### config.mk
export PLATFORM = sky130hd
export DESIGN_NAME = reg_snapshot_reader_flat
export DESIGN_NICKNAME = d
export VERILOG_FILES = /design/src/rtl/reg_snapshot_reader_if.sv /design/src/rtl/reg_snapshot_reader.sv /design/src/flat_wrapper.sv
export SDC_FILE = /design/constraint.sdc
export NUM_CORES = 1
export LEC_CHECK = 0
export ABC_CLOCK_PERIOD_IN_PS = 1560
export CAP_MARGIN = 10
export CORE_ASPECT_RATIO = 0.9
export CORE_MARGIN = 5
export CORE_UTILIZATION = 40
export DETAILED_ROUTE_END_ITERATION = 10
export PLACE_DENSITY = 0.8
export SYNTH_ARGS = -nofsm -noshare
export SYNTH_HDL_FRONTEND = slang
export SYNTH_SLANG_ARGS = --single-unit
### constraint.sdc
create_clock -name clk -period 1.56 [get_ports clk]
set_input_delay 0.312 -clock clk [delete_from_list [all_inputs] [get_ports clk]]
set_output_delay 0.312 -clock clk [all_outputs]
set_load 0.01 [all_outputs]
### src/rtl/reg_snapshot_reader_if.sv
// Word stream from the snapshot reader: valid/ready handshake carrying one
// register value and its index per transfer.
interface reg_snapshot_reader_if #(
   parameter int WIDTH = 4,
   parameter int IDX_W = 2
);
   logic             out_valid;
   logic             out_ready;
   logic [WIDTH-1:0] out_data;
   logic [IDX_W-1:0] out_index;

   modport master (output out_valid, output out_data, output out_index, input out_ready);
   modport slave  (input out_valid, input out_data, input out_index, output out_ready);
endinterface

### src/rtl/reg_snapshot_reader.sv
// Captures a coherent snapshot of the enable/reset register bank on start and
// streams the captured words out in index order over a valid/ready handshake.
module reg_snapshot_reader #(
   parameter int NUM_REGS = 4,
   parameter int WIDTH    = 4,
   parameter int IDX_W    = 2
) (
   input  logic                      clk,
   input  logic                      reset,
   input  logic                      start,
   input  logic [NUM_REGS*WIDTH-1:0] reg_bus,
   reg_snapshot_reader_if.master     out,
   output logic                      busy,
   output logic                      done
);

   typedef enum logic {
      IDLE = 1'b0,
      SEND = 1'b1
   } state_t;

   localparam logic [IDX_W-1:0] LAST_IDX = IDX_W'(NUM_REGS - 1);

   state_t           state_q, state_d;
   logic [WIDTH-1:0] snap [NUM_REGS];
   logic             valid_q;
   logic [WIDTH-1:0] data_q;
   logic [IDX_W-1:0] index_q;
   logic             done_q;
   logic             capture, advance, finish;
   logic [IDX_W-1:0] index_next;

   assign index_next = index_q + IDX_W'(1);

   // NOTE: every combinational output gets a default before the case so that no
   // path leaves it unassigned; an unassigned path would infer a latch.
   always_comb begin
      state_d = state_q;
      capture = 1'b0;
      advance = 1'b0;
      finish  = 1'b0;
      unique case (state_q)
         IDLE: begin
            if (start) begin
               capture = 1'b1;
               state_d = SEND;
            end
         end
         SEND: begin
            if (valid_q && out.out_ready) begin
               if (index_q == LAST_IDX) begin
                  finish  = 1'b1;
                  state_d = IDLE;
               end else begin
                  advance = 1'b1;
               end
            end
         end
         default: state_d = IDLE;
      endcase
   end

   // NOTE: non-blocking assignments here so every register samples pre-edge
   // values; blocking ones would make the result depend on statement order.
   always_ff @(posedge clk) begin
      if (reset) begin
         state_q <= IDLE;
         valid_q <= 1'b0;
         data_q  <= '0;
         index_q <= '0;
         done_q  <= 1'b0;
         // NOTE: storage arrays are normally left unreset; this one is tiny and
         // must read back as zero after reset, so it is cleared explicitly.
         for (int i = 0; i < NUM_REGS; i++) snap[i] <= '0;
      end else begin
         state_q <= state_d;
         done_q  <= finish;
         if (capture) begin
            for (int i = 0; i < NUM_REGS; i++) snap[i] <= reg_bus[i*WIDTH +: WIDTH];
            // First word comes straight from the bus since the snapshot is still loading.
            data_q  <= reg_bus[WIDTH-1:0];
            index_q <= '0;
            valid_q <= 1'b1;
         end else if (advance) begin
            data_q  <= snap[index_next];
            index_q <= index_next;
         end else if (finish) begin
            valid_q <= 1'b0;
         end
      end
   end

   assign out.out_valid = valid_q;
   assign out.out_data  = data_q;
   assign out.out_index = index_q;
   assign busy          = (state_q == SEND);
   assign done          = done_q;

endmodule

### src/flat_wrapper.sv
// flat-port wrapper written by rule: the top's interface ports become plain ports
module reg_snapshot_reader_flat 
#(
   parameter int NUM_REGS = 4,
   parameter int WIDTH    = 4,
   parameter int IDX_W    = 2
)
  (clk, reset, start, reg_bus, busy, done, out_out_valid, out_out_data, out_out_index, out_out_ready);
  reg_snapshot_reader_if #(.WIDTH(WIDTH), .IDX_W(IDX_W)) out_i ();
  input  logic clk;
  input  logic reset;
  input  logic start;
  input  logic [NUM_REGS*WIDTH-1:0] reg_bus;
  output logic busy;
  output logic done;
  output wire logic [$bits(out_i.out_valid)-1:0] out_out_valid;
  output wire logic [$bits(out_i.out_data)-1:0] out_out_data;
  output wire logic [$bits(out_i.out_index)-1:0] out_out_index;
  input wire logic [$bits(out_i.out_ready)-1:0] out_out_ready;
  assign out_out_valid = out_i.out_valid;
  assign out_out_data = out_i.out_data;
  assign out_out_index = out_i.out_index;
  assign out_i.out_ready = out_out_ready;
  reg_snapshot_reader #(.NUM_REGS(NUM_REGS), .WIDTH(WIDTH), .IDX_W(IDX_W)) u_core (.clk(clk), .reset(reset), .start(start), .reg_bus(reg_bus), .out(out_i), .busy(busy), .done(done));
endmodule
==> results.json, run 1 <==
{
  "outcome": "complete, no violations",
  "synth-async-reset-ratio": 0,
  "fin_crit_ns": 1.518,
  "rows": 17,
  "hold_start": "u_core.out.out_data[2]$_SDFFE_PP0P_",
  "synthTopCellsByArea": "edfxtp_1 45%, dfxtp_1 17%, and2_1 9.3%, mux4_2 8.4%, nand2b_1 2.9%",
  "grt_pass1_wl_um": 3318,
  "die_w_um": 64.74,
  "fmax_ghz": 0.6586,
  "max_slew_margin": 0.8142,
  "synthToLayoutAreaGrowth_pct": 36.89,
  "rsz0062_at_grt": "no",
  "end_kind": "output pin",
  "synth-edff-count": 16,
  "powerDensity_nw_per_um2": 816.4,
  "die_area_sq_um": 3836,
  "drc": 0,
  "drv_cap": 0,
  "worstSetupPathType": "flip-flop to output pin",
  "setup_violations": 0,
  "antenna_found_initial": 0,
  "track_usage": 0.1116,
  "fin_nets": 139,
  "post-place-ws_ns": -0.03158,
  "reg2regPathDepth": 4,
  "grt_pass1_vias": 768,
  "yosys_register_bits": 25,
  "viasPerCell": 5.131,
  "crit_path_max_incr_delay_ns": 0.54,
  "fp.dieH_um": 59.26,
  "min_delay_path_depth": 2,
  "initial_core_util": 0.4297,
  "netlist_area_sq_um": 1079,
  "critPathBufInv": 1,
  "n_antenna_cell": 0,
  "syn_avg_cell_area_sq_um": 13.32,
  "holdPathEnd": "u_core.out.out_data[2]$_SDFFE_PP0P_",
  "htreeDepth": 1,
  "setup_slack_ns": 0.04174,
  "routabilityCongestion": 0.7222,
  "cts-buffers-inserted": 3,
  "period_share": 0.9732,
  "hold_viol": 0,
  "p_leak_nw": 0.6203,
  "clk_pin_slew_ns": 0.12,
  "vias": 744,
  "ant_nets": 0,
  "port_buffers": 28,
  "syn_nets": 102,
  "finalPower_w": 0.001205,
  "clock_latency_ns": 0.31,
  "ir_worst_vdd_mv": 0.5021,
  "gr-total-overflow": 0,
  "ys_types": 21,
  "routed_wl_um": 1954,
  "required_ns": 1.25,
  "seq_area_frac_synth": 0.6125,
  "skew_ns": 0.002456,
  "grt_max_degree": 19,
  "cts_setup_buffers": 0,
  "ys_warn_count": 0,
  "netlist_instances": 81,
  "dr.pass1.iters": 3,
  "wl_per_cell_um": 13.48,
  "r2r_start": "u_core.out.out_index[0]$_SDFFE_PP0P_",
  "clock_sinks": 25,
  "ios": 29,
  "drive_above_1_share": 0.1709,
  "crit_path_max_fanout": 2,
  "setup_tns_ns": 0,
  "drt_iter0_drc": 37,
  "core_area_sq_um": 2510,
  "yosysTopAreaCell": "edfxtp_1",
  "rrSetupSlack_ns": 0.15,
  "hold_path_class": "flip-flop to flip-flop",
  "cts_tree": "done",
  "path_cells": "clkdlybuf4s50_1",
  "tightestPinTransition_ns": 0.2776,
  "cts_buffer_depth": 2,
  "cpLargestDelayFamily": "buffers and inverters",
  "cts_root_buffer": "clkbuf_4",
  "ys.flop_type": "edfxtp_1",
  "crit_cells": 1,
  "cp_slowest_cell": "clkdlybuf4s50_1",
  "start_kind": "flip-flop",
  "dp_hpwl_um": 1541,
  "yosys.area.top_type_share": 0.4455,
  "cp.arrival_ns": 1.21,
  "slew_violations": 0,
  "reg2reg_to": "u_core.out.out_data[2]$_SDFFE_PP0P_"
}
-- synthesized netlist by cell type (2+ instances only) --
cell      instances
a31oi_1           4
and2_1           16
clkbuf_1          2
dfxtp_1           9
edfxtp_1         16
mux4_2            4
nand2_1           4
nand2b_1          5
nand3_1           5
nor2_1            5
-- logic make-up after synthesis --
kind of cell    count (synthesis)  share of synthesized area
flops                          25                     0.6125
compound gates                  6                    0.03247
fa+ha+maj                       1                    0.01160
xor+xnor                        1                   0.008122
buf+inv                         3                    0.01740
simple gates                   40                     0.2251
mux                             5                    0.09281
-- per-layer routing --
metal	global-route usage	part of all wire
met1	0.1240	0.41
met2	0.2070	0.52
met3	0.04744	0.054
met4	0.009036	0.0072
met5	0	0
-- how the worst max path moves through the flow --
stage,startpoint,endpoint,slack [ns]
after floorplan,reset,u_core.snap[0][0]$_SDFFCE_PN0P_,0.06
after global placement,start,u_core.snap[3][1]$_SDFFCE_PN0P_,0.03
after global routing,u_core.out.out_index[0]$_SDFFE_PP0P_,u_core.out.out_data[0]$_SDFFE_PP0P_,0.005
final,u_core.out.out_data[0]$_SDFFE_PP0P_,out_out_data[0],0.04
after detailed placement,out_out_ready,u_core.out.out_data[2]$_SDFFE_PP0P_,-0.03
after CTS,u_core.out.out_data[1]$_SDFFE_PP0P_,out_out_data[1],0.006
-- metrics by stage --
| step | utilization | area [sq um] | hold WS, ns | cells |
|---|---|---|---|---|
| CTS | 0.5852 | 1469 | 0.5052 | 145 |
| floorplan | - | 1079 | 0.4624 | 81 |
| detailed placement | 0.5738 | 1440 | 0.4861 | 141 |
| global placement | 0.5738 | 1440 | 0.4691 | 141 |
| finish | 0.5882 | 1476 | 0.4986 | 145 |
| global route | 0.5882 | 1476 | 0.5285 | 145 |
-- state kept, by name, indices dropped and copies added, names as in the netlist --
| register | cells |
|---|---|
| u_core.busy | 1 |
| u_core.snap | 16 |
| u_core.done | 1 |
| u_core.out.out_data | 4 |
| u_core.out.out_index | 2 |
| u_core.out.out_valid | 1 |
-- power by group --
part	internal (W)	switching (W)
registers	0.000748	0.0000167
logic	0.000105	0.0000624
clock network	0.0000998	0.000173
total	0.000953	0.000252
-- area by class of cell --
class	instances	area, sq um
clock buffer	4	26.28
tap	28	35.03
timing repair buffer	35	349.1
sequential	25	666.9
multi-input combinational	53	399.1
fill	208	1033
-- timing repair --
action | in CTS | in global routing
hold buffers | 0 | 0
gates resized for setup | 7 | 3
setup endpoints to repair | 4 | 3
pin swaps | 0 | 0
endpoints found under the hold margin | 0 | 0
-- cells in the final DEF (no fill, tap or decap), types with 4 or more instances in the layout --
cell type	n
a31oi_1	4
and2_1	16
buf_4	6
clkdlybuf4s50_1	22
dfxtp_1	6
edfxtp_1	16
mux4_2	4
nand2_1	4
nand2b_1	5
nand3_1	5
nor2_1	5
No activity file was read; power rests on OpenSTA's default activity.
==> inputs of run 2 (changes only) <==
CTS_CLUSTER_SIZE = 40   (was not set)
==> results of run 2 <==
The final DEF is identical to that of run 1; final timing and power are the same.
